**src/rtl/uart_cmd_pkg.sv**
```systemverilog
// Shared definitions for the UART request/response controller:
// FSM state encoding, response codes and timer sizing helper.
package uart_cmd_pkg;

  localparam logic [2:0] ST_IDLE      = 3'd0;
  localparam logic [2:0] ST_GET_ADDR  = 3'd1;
  localparam logic [2:0] ST_ISSUE     = 3'd2;
  localparam logic [2:0] ST_WAIT_RSP  = 3'd3;
  localparam logic [2:0] ST_SEND_CODE = 3'd4;
  localparam logic [2:0] ST_WAIT_CODE = 3'd5;
  localparam logic [2:0] ST_SEND_DATA = 3'd6;
  localparam logic [2:0] ST_WAIT_DATA = 3'd7;

  typedef enum logic [2:0] {
    IDLE      = ST_IDLE,
    GET_ADDR  = ST_GET_ADDR,
    ISSUE     = ST_ISSUE,
    WAIT_RSP  = ST_WAIT_RSP,
    SEND_CODE = ST_SEND_CODE,
    WAIT_CODE = ST_WAIT_CODE,
    SEND_DATA = ST_SEND_DATA,
    WAIT_DATA = ST_WAIT_DATA
  } state_t;

  localparam logic [7:0] RSP_BAD_ADDR = 8'hFD;
  localparam logic [7:0] RSP_TIMEOUT  = 8'hFE;

  // Counter width able to hold max_clks-1; never zero bits wide.
  function automatic int timer_width(input int max_clks);
    return (max_clks > 1) ? $clog2(max_clks) : 1;
  endfunction

endpackage

```
**src/rtl/cmd_timeout_counter.sv**
```systemverilog
// Saturating timeout counter shared by the inter-byte and response timers;
// limit_sel picks which limit the one-cycle expired pulse is measured against.
module cmd_timeout_counter
  import uart_cmd_pkg::*;
#(
  parameter int LIMIT_A = 5_000_000,
  parameter int LIMIT_B = 50_000_000
) (
  input  logic clk,
  input  logic rst_n,
  input  logic clear,
  input  logic enable,
  input  logic limit_sel,
  output logic expired
);

  localparam int MAX_LIMIT = (LIMIT_A > LIMIT_B) ? LIMIT_A : LIMIT_B;
  localparam int W = timer_width(MAX_LIMIT);
  localparam logic [W-1:0] LAST_A = W'(LIMIT_A - 1);
  localparam logic [W-1:0] LAST_B = W'(LIMIT_B - 1);

  logic [W-1:0] count_reg;
  logic [W-1:0] count_next;
  logic [W-1:0] last_sel;

  assign last_sel = limit_sel ? LAST_B : LAST_A;

  always_comb begin
    count_next = count_reg;
    if (clear) begin
      count_next = '0;
    end else if (enable && (count_reg != '1)) begin
      count_next = count_reg + W'(1);
    end
  end

  always_ff @(posedge clk or negedge rst_n) begin
    if (!rst_n) begin
      count_reg <= '0;
    end else begin
      count_reg <= count_next;
    end
  end

  // The count passes the selected limit exactly once, so this is a pulse.
  assign expired = enable && (count_reg == last_sel);

endmodule

```
**src/rtl/uart_cmd_controller.sv**
```systemverilog
// Request/response sequencer between uart_rx/uart_tx and the device port:
// collects (cmd, addr), issues a valid/ready request, returns (code, data).
module uart_cmd_controller
  import uart_cmd_pkg::*;
#(
  parameter int CLKS_BYTE_TIMEOUT = 5_000_000,
  parameter int CLKS_RSP_TIMEOUT  = 50_000_000,
  parameter int NUM_DEVICES       = 32
) (
  input  logic       i_Clock,
  input  logic       i_Rst_n,
  input  logic       i_Rx_DV,
  input  logic [7:0] i_Rx_Byte,
  output logic       o_Tx_DV,
  output logic [7:0] o_Tx_Byte,
  input  logic       i_Tx_Active,
  input  logic       i_Tx_Done,
  output logic       o_Req_Valid,
  output logic [7:0] o_Req_Cmd,
  output logic [7:0] o_Req_Addr,
  input  logic       i_Req_Ready,
  input  logic       i_Rsp_Valid,
  input  logic [7:0] i_Rsp_Code,
  input  logic [7:0] i_Rsp_Data,
  output logic       o_Busy
);

  localparam logic [8:0] NUM_DEV = 9'(NUM_DEVICES);

  state_t     state_reg, state_next;
  logic [7:0] cmd_reg, cmd_next;
  logic [7:0] addr_reg, addr_next;
  logic [7:0] code_reg, code_next;
  logic [7:0] data_reg, data_next;
  logic       tx_dv_reg, tx_dv_next;
  logic [7:0] tx_byte_reg, tx_byte_next;
  logic       req_valid_reg, req_valid_next;
  logic       busy_reg, busy_next;

  logic timer_clear;
  logic timer_enable;
  logic timer_sel;
  logic timer_expired;

  cmd_timeout_counter #(
    .LIMIT_A (CLKS_BYTE_TIMEOUT),
    .LIMIT_B (CLKS_RSP_TIMEOUT)
  ) u_timer (
    .clk       (i_Clock),
    .rst_n     (i_Rst_n),
    .clear     (timer_clear),
    .enable    (timer_enable),
    .limit_sel (timer_sel),
    .expired   (timer_expired)
  );

  // One physical counter: byte limit in GET_ADDR, response limit in WAIT_RSP.
  assign timer_enable = (state_reg == GET_ADDR) || (state_reg == WAIT_RSP);
  assign timer_sel    = (state_reg == WAIT_RSP);
  assign timer_clear  = (state_next != state_reg);

  always_comb begin
    state_next   = state_reg;
    cmd_next     = cmd_reg;
    addr_next    = addr_reg;
    code_next    = code_reg;
    data_next    = data_reg;
    tx_dv_next   = 1'b0;
    tx_byte_next = tx_byte_reg;

    unique case (state_reg)
      IDLE: begin
        if (i_Rx_DV) begin
          cmd_next   = i_Rx_Byte;
          state_next = GET_ADDR;
        end
      end
      GET_ADDR: begin
        if (i_Rx_DV) begin
          addr_next = i_Rx_Byte;
          if ({1'b0, i_Rx_Byte} >= NUM_DEV) begin
            code_next  = RSP_BAD_ADDR;
            data_next  = i_Rx_Byte;
            state_next = SEND_CODE;
          end else begin
            state_next = ISSUE;
          end
        end else if (timer_expired) begin
          state_next = IDLE;
        end
      end
      ISSUE: begin
        if (req_valid_reg && i_Req_Ready) begin
          state_next = WAIT_RSP;
        end
      end
      WAIT_RSP: begin
        // A response landing on the timeout cycle takes priority.
        if (i_Rsp_Valid) begin
          code_next  = i_Rsp_Code;
          data_next  = i_Rsp_Data;
          state_next = SEND_CODE;
        end else if (timer_expired) begin
          code_next  = RSP_TIMEOUT;
          data_next  = 8'h00;
          state_next = SEND_CODE;
        end
      end
      WAIT_CODE: begin
        if (i_Tx_Done) begin
          state_next = SEND_DATA;
        end
      end
      WAIT_DATA: begin
        if (i_Tx_Done) begin
          state_next = IDLE;
        end
      end
      default: begin
        // SEND_CODE / SEND_DATA are resolved by the launch logic below.
      end
    endcase

    // Launch a byte as soon as the transmitter is free, including on the
    // cycle a SEND state is being entered, so o_Tx_DV trails i_Rsp_Valid
    // by a single clock when the transmitter is idle.
    if ((state_next == SEND_CODE) && !i_Tx_Active) begin
      tx_dv_next   = 1'b1;
      tx_byte_next = code_next;
      state_next   = WAIT_CODE;
    end else if ((state_next == SEND_DATA) && !i_Tx_Active) begin
      tx_dv_next   = 1'b1;
      tx_byte_next = data_next;
      state_next   = WAIT_DATA;
    end

    req_valid_next = (state_next == ISSUE);
    busy_next      = (state_next != IDLE);
  end

  always_ff @(posedge i_Clock or negedge i_Rst_n) begin
    if (!i_Rst_n) begin
      state_reg     <= IDLE;
      cmd_reg       <= 8'h00;
      addr_reg      <= 8'h00;
      code_reg      <= 8'h00;
      data_reg      <= 8'h00;
      tx_dv_reg     <= 1'b0;
      tx_byte_reg   <= 8'h00;
      req_valid_reg <= 1'b0;
      busy_reg      <= 1'b0;
    end else begin
      state_reg     <= state_next;
      cmd_reg       <= cmd_next;
      addr_reg      <= addr_next;
      code_reg      <= code_next;
      data_reg      <= data_next;
      tx_dv_reg     <= tx_dv_next;
      tx_byte_reg   <= tx_byte_next;
      req_valid_reg <= req_valid_next;
      busy_reg      <= busy_next;
    end
  end

  assign o_Tx_DV     = tx_dv_reg;
  assign o_Tx_Byte   = tx_byte_reg;
  assign o_Req_Valid = req_valid_reg;
  assign o_Req_Cmd   = cmd_reg;
  assign o_Req_Addr  = addr_reg;
  assign o_Busy      = busy_reg;

endmodule

```
**config.mk**
```make
export PLATFORM = sky130hd
export DESIGN_NAME = uart_cmd_controller
export DESIGN_NICKNAME = d
export VERILOG_FILES = /design/src/rtl/uart_cmd_pkg.sv /design/src/rtl/cmd_timeout_counter.sv /design/src/rtl/uart_cmd_controller.sv
export SDC_FILE = /design/constraint.sdc
export NUM_CORES = 1
export LEC_CHECK = 0
export CORE_MARGIN = 2
export CORE_UTILIZATION = 55
export CTS_CLUSTER_SIZE = 10
export DETAILED_ROUTE_END_ITERATION = 7
export DONT_BUFFER_PORTS = 1
export GPL_TIMING_DRIVEN = 0
export HOLD_SLACK_MARGIN = 0.12
export PLACE_DENSITY = 0.7
export SYNTH_ARGS = -nofsm -noshare
export SYNTH_HDL_FRONTEND = slang
export SYNTH_SLANG_ARGS = --single-unit
```
**constraint.sdc**
```tcl
create_clock -name i_Clock -period 7.4 [get_ports i_Clock]
set_input_delay 0.74 -clock i_Clock [delete_from_list [all_inputs] [get_ports i_Clock]]
set_output_delay 0.74 -clock i_Clock [all_outputs]
set_load 0.05 [all_outputs]
```
==> flow_summary.rst, run 1 <==
.. list-table::
   :header-rows: 1

   * - Metric
     - Value
   * - Netlist Area Pre-Place
     - ~3600 sq um
   * - Number of sinks on the clock net
     - slightly above 70
   * - Inserted Clock Buffers
     - 9
   * - Pwr per Cell Area
     - 417.6 nW/um^2
   * - Slowest Stage Delay on Critical Path
     - 600 ps
   * - PostCTS Resize Cnt
     - 0
   * - Met1 track demand over resource
     - between 30% and 40%
   * - Net count of the mapped netlist
     - 375
   * - Cell total after placement
     - 420
   * - Count of final max-slew check failures
     - 0
   * - Routed via count divided by cell count
     - 6.316
   * - Number of design rule violations left after detail routing
     - 0
   * - Number of diodes
     - 0
   * - Pre-CTS setup slack
     - about 4200 ps
   * - Non-filler instance count after layout
     - 437
   * - CTS tree
     - done
   * - Worst-Skew Late Latency
     - 340 ps
   * - Area of the core
     - 6314 sq um
   * - Number of endpoints failing setup at the final stage
     - 0
   * - Post-layout min period
     - 3097 ps
   * - Global routing usage summed across all routing layers
     - between 20% and 30%
   * - Number of warnings printed during yosys synthesis
     - 0
   * - Setup crit end kind
     - flop
   * - Total global routing overflow
     - 0
   * - Total via count in the routed design
     - about 2,800
   * - Final sum of negative setup slack
     - 0 ps
   * - Share of final-layout standard cells stronger than drive strength 1
     - around 14%
   * - CP Max Fanout
     - 7
   * - Number of instances in the synthesized netlist
     - 343
   * - Post-route ant nets
     - 0
   * - Post-CTS setup buffers
     - 0
   * - Starting density of the core
     - 56.26%
   * - Type of the worst min-delay path
     - in -> async
   * - Worst Clk Skew
     - roughly 6.4 ps
   * - Global-route met2 utilization
     - 35.71%
   * - Worst slew margin relative to its limit
     - 14.57%
   * - Die area
     - 7117 sq um
   * - Most utilized layer in the global route result
     - met2
   * - Initial DRT Pass Iterations
     - 6
   * - CTS root buf
     - clkbuf_8
   * - Synthesis-to-finish area growth
     - 9.158%
   * - Number of max-cap violations
     - 0
   * - Largest buffer count on any clock path
     - 2
   * - Share of the synthesized area in the top cell type
     - 50.72%
   * - Buffers added on ports
     - 0
   * - Achievable frequency
     - between 300 and 400 MHz
   * - Largest register FFs
     - 26
   * - Top FF cell, synth
     - dfrtp_1
   * - Met3 routing resource usage after global routing
     - 5.605%
   * - Drt total wl
     - 8113 microns
   * - Setup WS post-layout
     - 4303 ps
   * - Static leakage power
     - 1.610 nW
   * - Run status
     - complete, no violations
   * - H-tree level count
     - 3
   * - Asr flop ratio synth
     - between 90% and 100%
   * - Critical path cell sequence
     - or4b_1 -> or4_4 -> o21ai_2 -> nand2_1 -> a222oi_1 -> a2bb2oi_1 -> mux2_2
   * - EDFF count, synth
     - 0
   * - Number of antenna violations at the first check in global routing
     - 0
   * - Period utilization
     - 41.85%
   * - Final HPWL DP
     - 5735 microns
   * - Part of the Yosys area used for sequential elements
     - around 50%
   * - Crit path required time
     - 7630 ps
   * - Critical path class
     - reg -> reg
   * - Cell taking the most area after synthesis
     - dfrtp_1
   * - Worst voltage drop across the vdd grid
     - 0.3426 mV
   * - Netlist cell types
     - 52
   * - Number of global-route vias before repair
     - 2,685
   * - Initial DRC Count
     - 160
   * - Die width
     - 84.37 microns
   * - First-pass GRT wire length
     - 13,370 microns
   * - Largest cells by area after synthesis
     - dfrtp_1 51%, mux2_2 7.6%, nor2_1 3.4%, xor2_1 3.2%, o21ai_0 2.7%
   * - Post-Synthesis Mean Instance Area
     - 10.36 sq um
   * - # hold bufs at CTS
     - 1
   * - Maximum number of pins on one net before global-route repair
     - 73
   * - Kind of start point of the critical path
     - flop
   * - Tightest Pin Transition
     - 1272 ps
   * - Register bit total from synthesis
     - 72
   * - WP data arrival
     - 3330 ps
   * - Critical-path cell with the highest stage delay
     - or4b_1
   * - Clock-pin transition on the worst setup and hold timing paths
     - 80 ps
   * - Boundary pin count
     - 58
   * - Average detailed-routed wire length per instance
     - 18.57 microns
   * - GPL Wtd Cong
     - around 0.94
   * - Most instantiated cells after synthesis
     - 72 x dfrtp_1, 32 x nor2_1, 24 x mux2_2
   * - Nets
     - 387
   * - Most numerous cell in the Yosys netlist
     - dfrtp_1
   * - Std-Cell Rows
     - 29
   * - RSZ-0062 raised after global routing
     - false
   * - Die Y-Extent
     - between 80 and 90 microns
   * - Hold violation count in the final report
     - 0
-- worst max-delay path, delay by kind of cell, from the launching register on --
| family | cells | cell delay [ps] |
|---|---|---|
| mux | 1 | 280 |
| flops | 1 | 440 |
| compound gates | 3 | 860 |
| simple gates | 3 | 1400 |
-- worst paths after layout --
check / start / end / slack [ps] / cells past startpoint
max in group asynchronous: i_Rst_n / code_reg[0] / 6840 / 1
min in group i_Clock: data_reg[6] / data_reg[6] / 500 / 2
worst min register to register: data_reg[6] / data_reg[6] / 500 / 2
worst max-delay path: u_timer.count_reg[7] / o_Tx_Byte[1] / 4300 / 7
worst max register to register: u_timer.count_reg[7] / o_Tx_Byte[1] / 4300 / 7
worst min-delay path: i_Rst_n / u_timer.count_reg[4] / 290 / 1
-- power breakdown --
part           total [W]  internal, W  switching, W
clock network   0.000315     0.000159      0.000156
registers       0.000837     0.000506      0.000331
logic           0.000468     0.000199      0.000269
total            0.00162     0.000864      0.000755
-- metrics by stage --
stage	instance area (sq um)	hold slack (ps)	utilization, %	power (W)
final	3877	287.4	61.42	0.001619
after global routing	3877	295.5	61.42	0.001711
after CTS	3877	285.9	61.42	0.001629
after detailed placement	3649	447.2	57.79	0.001301
after global placement	3649	446.9	57.79	0.001284
after floorplan	3552	444.4	-	0.001179
-- kinds of logic after synthesis --
| logic type | count (synthesis) | share of synthesized area [%] |
|---|---|---|
| flip-flops | 72 | 50.72 |
| AO/OA/AOI/OAI | 68 | 13.17 |
| adder cells (fa/ha/maj) | 1 | 0.3522 |
| multiplexers | 27 | 8.736 |
| buffers and inverters | 29 | 3.135 |
| AND/OR/NAND/NOR | 129 | 19.69 |
| XOR/XNOR | 17 | 4.192 |
-- layout by cell type, fill, tap and decap left out, types with 3 or more instances in the layout --
cell      count
dfrtp_1      72
nor2_1       32
mux2_2       24
nand2_1      22
o21ai_0      19
nand3_1      17
inv_1        16
xor2_1       13
a21oi_1      12
clkbuf_1     11
nand4_1      10
and3_1        9
clkbuf_8      9
a222oi_1      7
o22a_1        6
nor3_1        6
o221ai_1      6
a31oi_1       5
nand2b_1      4
and2_1        4
xnor2_1       4
or3_1         3
nor2b_1       3
-- area by class of cell --
cell class | count | area [sq um]
fillers | 527 | 2436
flip-flops and latches | 72 | 1802
multi-input cells | 242 | 1639
clock buffers | 9 | 123.9
well taps | 77 | 96.34
clock inverters | 7 | 77.57
inverters | 16 | 60.06
plain buffers | 13 | 51.30
repair buffers | 1 | 27.53
-- metal layers --
layer / vias to the layer above / share of wire, %
li1: 1284 / -
met2: 94 / 47
met3: 8 / 5.5
met5: - / 0
met4: 0 / 1.0
met1: 1374 / 47
(Power assumes the default switching activity.)
==> run 2, diff against run 1 <==
==> constraint.sdc (replaced) <==
create_clock -name i_Clock -period 3 [get_ports i_Clock]
set_input_delay 0.3 -clock i_Clock [delete_from_list [all_inputs] [get_ports i_Clock]]
set_output_delay 0.3 -clock i_Clock [all_outputs]
set_load 0.05 [all_outputs]
==> run 2 against run 1 <==
Fmax grew 7.7%. Routed wire length grew 4.0%. Sequential power grew 150%. Sequential cell count is the same. Critical endpoint unchanged.
==> flow_summary.rst, run 2 (synthesis gave the netlist of run 1 again) <==
.. list-table::
   :header-rows: 1

   * - Metric
     - Value
   * - Share of final-layout standard cells stronger than drive strength 1
     - between 10% and 20%
   * - Achievable frequency
     - 347.8 MHz
   * - Total global routing overflow
     - 0
   * - Tightest Pin Transition
     - ~1300 ps
   * - CTS tree
     - done
   * - Initial DRT Pass Iterations
     - 5
   * - Drt total wl
     - between 8000 and 9000 microns
   * - Worst Clk Skew
     - around 11 ps
   * - RSZ-0062 raised after global routing
     - false
   * - Starting density of the core
     - 56.26%
   * - Most frequent cells in the layout
     - 71 x dfrtp_1, 32 x nor2_1, 24 x mux2_2
   * - Number of max-cap violations
     - 0
   * - Static leakage power
     - around 1.7 nW
   * - Number of filler cells placed in the layout
     - 500
   * - Std-Cell Rows
     - 29
   * - Run status
     - complete, no violations
   * - Total via count in the routed design
     - 2,875
   * - Number of diodes
     - 0
   * - Critical path class
     - reg -> reg
   * - Die Y-Extent
     - 84.37 microns
   * - Largest register FFs
     - 26
   * - Setup crit end kind
     - flop
   * - Type of the worst min-delay path
     - in -> reg
   * - Number of design rule violations left after detail routing
     - 0
   * - Largest buffer count on any clock path
     - 2
   * - Hold slack final
     - 134.0 ps
   * - H-tree level count
     - 3
   * - First-pass GRT wire length
     - approximately 14,000 microns
   * - Number of antenna violations at the first check in global routing
     - 0
   * - Inserted Clock Buffers
     - 9
   * - Post-layout min period
     - approximately 2900 ps
   * - Average detailed-routed wire length per instance
     - roughly 18 microns
   * - Post-layout utilization of the core
     - between 60% and 70%
   * - Global routing usage summed across all routing layers
     - between 20% and 30%
   * - Worst voltage drop across the vdd grid
     - 0.8501 mV
   * - Hold violation count in the final report
     - 0
   * - GPL Wtd Cong
     - 0.9443
   * - Post-route ant nets
     - 0
   * - Crit path required time
     - 3230 ps
   * - CP Max Fanout
     - 7
   * - Pwr per Cell Area
     - 996.8 nW/um^2
   * - Clock-pin transition on the worst setup and hold timing paths
     - 90 ps
   * - Area of the core
     - 6314 sq um
   * - Die width
     - 84.37 microns
   * - Die area
     - 7117 sq um
   * - Most common cell after layout, fill and taps aside
     - dfrtp_1
   * - Period utilization
     - 95.84%
   * - CTS root buf
     - clkbuf_8
   * - WP data arrival
     - 3110 ps
   * - Number of endpoints failing setup at the final stage
     - 0
   * - Number of sinks on the clock net
     - 72
   * - Routed via count divided by cell count
     - about 6.3
   * - Boundary pin count
     - 58
   * - Final HPWL DP
     - 5735 microns
   * - Worst-Skew Late Latency
     - between 300 and 400 ps
   * - Synthesis-to-finish area growth
     - 15.29%
   * - Final sum of negative setup slack
     - 0 ps
   * - Nets
     - slightly above 400
   * - Maximum number of pins on one net before global-route repair
     - 73
   * - Buffers added on ports
     - 0
   * - Count of final max-slew check failures
     - 0
   * - Initial DRC Count
     - 166
   * - Worst slew margin relative to its limit
     - 13.21%
   * - Kind of start point of the critical path
     - flop
   * - Number of global-route vias before repair
     - 2,839
[run 2: changes by cell type in the layout (fill, tap and decap cells not counted), sizes merged]
cell / change
buf: +2
dlygate4sd3: +17
[run 2: through the flow]
step,worst slack (ps),cell area [sq um],cells,power [W]
2_1_floorplan,293.1,3552,343,0.002908
3_3_place_gp,-32.99,3649,420,0.003167
6_report,124.7,4095,456,0.004082
4_1_cts,19.26,4065,456,0.004061
5_1_grt,14.55,4095,456,0.004303
3_5_place_dp,-37.69,3649,420,0.003210
[run 2: final cells by class]
cell class	count	area [sq um]	share of cell area, %
timing repair buffer	20	212.7	5.194
buffer	13	52.55	1.283
clock buffer	9	123.9	3.025
inverter	16	60.06	1.467
multi-input combinational	242	1669	40.76
tap	77	96.34	2.353
clock inverter	7	77.57	1.894
sequential	72	1803	44.03
[run 2: critical path, cell delays in order, from the launching register on]
cell and delay, ps:
dfrtp_2 450, or4b_4 560, or4_4 590, o21ai_4 200, nand2_4 100, a222oi_1 370
buf_4 190, a2bb2oi_1 50, mux2_2 250
[run 2: worst paths after layout]
path	startpoint	endpoint	slack, ps	depth (start not counted)
setup reg to reg	u_timer.count_reg[7]	o_Tx_Byte[1]	120	8
hold / removal	i_Rx_Byte[5]	data_reg[5]	130	2
hold reg to reg	data_reg[5]	data_reg[5]	500	2
setup / recovery	u_timer.count_reg[7]	o_Tx_Byte[1]	120	8
max in group asynchronous	i_Rst_n	u_timer.count_reg[7]	2160	2
min in group asynchronous	i_Rst_n	u_timer.count_reg[15]	550	2
[run 2: what timing repair did]
item | in CTS | in global routing
hold endpoints to repair | 99 | 0
gates resized for setup | 1 | 8
hold buffers | 18 | 0
pin swaps | 1 | 1
setup buffers | 2 | 0
endpoints found under the setup margin | 1 | 24
[run 2: power by group]
group          leakage (nW)  switching (W)  internal, W  total [W]
logic                 0.701       0.000691     0.000537    0.00123
registers             0.898       0.000817      0.00125    0.00207
clock network         0.100       0.000396     0.000391   0.000788
total                  1.70        0.00190      0.00218    0.00408
[run 2: per-layer routing]
metal	global-route usage (%)	part of all wire, %
met3	5.408	5.4
met2	36.80	46
met1	36.02	46
met5	0	0
met4	8.369	1.7
==> run 3, diff against run 2 <==
--- a/config.mk
+++ b/config.mk
@@ -5,6 +5,7 @@
 export SDC_FILE = /design/constraint.sdc
 export NUM_CORES = 1
 export LEC_CHECK = 0
+export ABC_AREA = 1
 export CORE_MARGIN = 2
 export CORE_UTILIZATION = 55
 export CTS_CLUSTER_SIZE = 10
==> run 3 against run 2 <==
Design area is 13% higher. Routed wire length rose by 32%. Non-clock buffer count down 5. Die area grew 18%. Hold slack worse by 5.4 ps. Combinational power increased by 57%. Sequential cell count stayed put. Worst setup slack better by 360 ps. First-iteration DRC count rose by 100%. Highest routed layer unchanged.
==> flow_summary.rst, run 3 <==
.. list-table::
   :header-rows: 1

   * - Metric
     - Value
   * - Run status
     - complete, no violations
   * - WP data arrival
     - 2810 ps
   * - Post-route ant nets
     - 0
   * - Worst Clk Skew
     - 10.11 ps
   * - Count of final max-slew check failures
     - 0
   * - Setup WS post-layout
     - 481.5 ps
   * - Register bit total from synthesis
     - between 70 and 80
   * - Asr flop ratio synth
     - 100.0%
   * - Slowest Stage Delay on Critical Path
     - approximately 410 ps
   * - Most common cell after layout, fill and taps aside
     - nand2_1
   * - Pre-CTS setup slack
     - 199.5 ps
   * - Top FF cell, synth
     - dfrtp_1
   * - Static leakage power
     - 2.309 nW
   * - Pwr per Cell Area
     - 1047 nW/um^2
   * - Total via count in the routed design
     - 3,847
   * - CP Max Fanout
     - 10
   * - Largest register FFs
     - 26
   * - Nets
     - a little over 600
   * - Initial DRC Count
     - between 300 and 400
   * - Number of global-route vias before repair
     - 3,644
   * - CTS tree
     - done
   * - Largest buffer count on any clock path
     - 2
   * - Crit path required time
     - 3290 ps
   * - Synthesis-to-finish area growth
     - 10.18%
   * - CTS root buf
     - clkbuf_8
   * - First-pass GRT wire length
     - 18,560 microns
   * - Type of the worst min-delay path
     - in -> reg
   * - Non-filler instance count after layout
     - 691
   * - Buf+Inv Stages, Crit Path
     - 2
   * - Final HPWL DP
     - 8000 microns
   * - Die area
     - 8380 sq um
   * - Worst voltage drop across the vdd grid
     - roughly 0.67 mV
   * - Area of the core
     - 7331 sq um
   * - Post-Synthesis Mean Instance Area
     - 7.369 sq um
   * - Instance area after placement
     - 4339 sq um
   * - Buffers added on ports
     - 0
   * - Cell total after placement
     - 671
   * - Boundary pin count
     - 58
   * - Tightest Pin Transition
     - 507.0 ps
   * - Worst slew margin relative to its limit
     - 66.20%
   * - Storage cell area
     - 1802 sq um
   * - Final sum of negative setup slack
     - 0 ps
   * - Critical path class
     - reg -> reg
   * - Part of the Yosys area used for sequential elements
     - between 40% and 50%
   * - Cell type with the highest occurrence count on the critical path
     - nand2_1
   * - Final standard cell area without fillers
     - around 4600 sq um
   * - EDFF count, synth
     - 0
   * - Worst-Skew Late Latency
     - between 300 and 400 ps
   * - Setup crit end kind
     - flop
   * - Most instantiated cells after synthesis
     - 144 x nand2_1, 80 x inv_1, 72 x dfrtp_1
   * - H-tree level count
     - 3
   * - Post-layout min period
     - 2518 ps
   * - Number of instances in the synthesized netlist
     - 572
   * - Number of filler cells placed in the layout
     - 665
   * - Post-layout power
     - roughly 0.0049 W
   * - Share of the synthesized area in the top cell type
     - a little over two fifths
   * - Initial DRT Pass Iterations
     - 5
   * - Number of endpoints failing setup at the final stage
     - 0
   * - Number of design rule violations left after detail routing
     - 0
   * - Number of sinks on the clock net
     - 72
   * - Footprint of the multi-input gates
     - 1983 sq um
   * - Global routing usage summed across all routing layers
     - 27.94%
   * - Critical path cell sequence
     - ha_1 -> inv_1 -> nor3_2 -> nand2_1 -> nor2_1 -> nand2_1 -> nand2_1 -> clkbuf_1 -> nand4_1 -> nand2_1
   * - Netlist cell types
     - 30
   * - Cell taking the most area after synthesis
     - dfrtp_1
   * - Starting density of the core
     - 57.50%
   * - Net count of the mapped netlist
     - 604
   * - Number of antenna violations at the first check in global routing
     - 0
   * - Period utilization
     - a little over four fifths
   * - Std-Cell Rows
     - 31
   * - Die Y-Extent
     - 91.55 microns
   * - Kind of start point of the critical path
     - flop
   * - Hold violation count in the final report
     - 0
   * - Maximum number of pins on one net before global-route repair
     - 73
   * - Drt total wl
     - between 10,000 and 15,000 microns
   * - Critical-path cell with the highest stage delay
     - clkbuf_1
   * - RSZ-0062 raised after global routing
     - false
   * - Routed via count divided by cell count
     - 5.567
   * - Most frequent cells in the layout
     - 144 x nand2_1, 80 x inv_1, 72 x dfrtp_1
   * - Netlist Area Pre-Place
     - about 4200 sq um
   * - Achievable frequency
     - between 300 and 400 MHz
   * - Inserted Clock Buffers
     - 9
   * - Largest cells by area after synthesis
     - dfrtp_1 43%, nand2_1 13%, nand4_1 8.3%, inv_1 7.1%, nor2_1 4.2%
   * - Most numerous cell in the Yosys netlist
     - nand2_1
   * - Number of max-cap violations
     - 0
   * - Die width
     - ~90 microns
   * - Number of warnings printed during yosys synthesis
     - 0
   * - Post-CTS setup buffers
     - 0
   * - Number of diodes
     - 0
   * - Cell type group with the largest total delay on the critical path
     - simple AND/OR/NAND/NOR gates
   * - Average detailed-routed wire length per instance
     - 16.07 microns
   * - Share of final-layout standard cells stronger than drive strength 1
     - 9.797%
   * - Clock-pin transition on the worst setup and hold timing paths
     - 90 ps
   * - GPL Wtd Cong
     - around 0.94
   * - Total global routing overflow
     - 0
run 3: cells by family (layout without fill, tap and decap cells):
group                      count (synthesis)  in the layout  synth area share, %
and+or+nand+nor                          317            317                34.82
adders and majority gates                  1              1               0.2968
xor gates and xnor gates                  24             24                4.987
buffers and inverters                    108            128                10.33
DFF                                       72             72                42.74
AOI/OAI and AO/OA                         50             50                6.827
run 3: area by class of cell:
| class | count | share of cell area, % |
|---|---|---|
| buffer | 24 | 2.586 |
| multi-input combinational | 392 | 42.70 |
| timing repair buffer | 4 | 1.239 |
| clock inverter | 6 | 2.478 |
| tap | 99 | 2.667 |
| inverter | 84 | 6.789 |
| clock buffer | 10 | 2.748 |
| sequential | 72 | 38.79 |
run 3: report_power, final:
group          leakage [nW]  switching, W  internal [W]
Sequential            0.913      0.000747       0.00123
Clock                 0.117      0.000393      0.000559
Combinational          1.28       0.00137      0.000559
Total                  2.31       0.00251       0.00235
run 3: stage by stage:
stage	utilization, %	hold slack, ps
detailed placement	59.19	6.071
global route	63.36	129.0
global placement	59.19	5.984
CTS	63.29	125.0
finish	63.36	128.6
floorplan	-	4.409
run 3: worst paths after layout:
check | cells past startpoint | slack (ps) | start | end
setup / recovery | 10 | 480 | u_timer.count_reg[1] | u_timer.count_reg[24]
hold / removal | 2 | 130 | i_Rx_Byte[7] | o_Req_Addr[7]
setup reg to reg | 10 | 480 | u_timer.count_reg[1] | u_timer.count_reg[24]
hold reg to reg | 2 | 530 | code_reg[1] | code_reg[1]
max in group asynchronous | 2 | 2180 | i_Rst_n | code_reg[2]
min in group asynchronous | 2 | 500 | i_Rst_n | u_timer.count_reg[20]
run 3: timing repair:
item                                   4_1_cts  5_1_grt
endpoints found under the hold margin       75        0
gates resized for setup                      0        1
setup endpoints to repair                    0       20
hold buffers                                 4        0
run 3: routing by layer:
layer,vias up,routed length [microns],global-route usage (%)
li1,1881,-,-
met4,0,86,5.808
met5,-,0,0
met3,11,847,6.058
met1,1805,5361,43.20
met2,150,4810,40.13
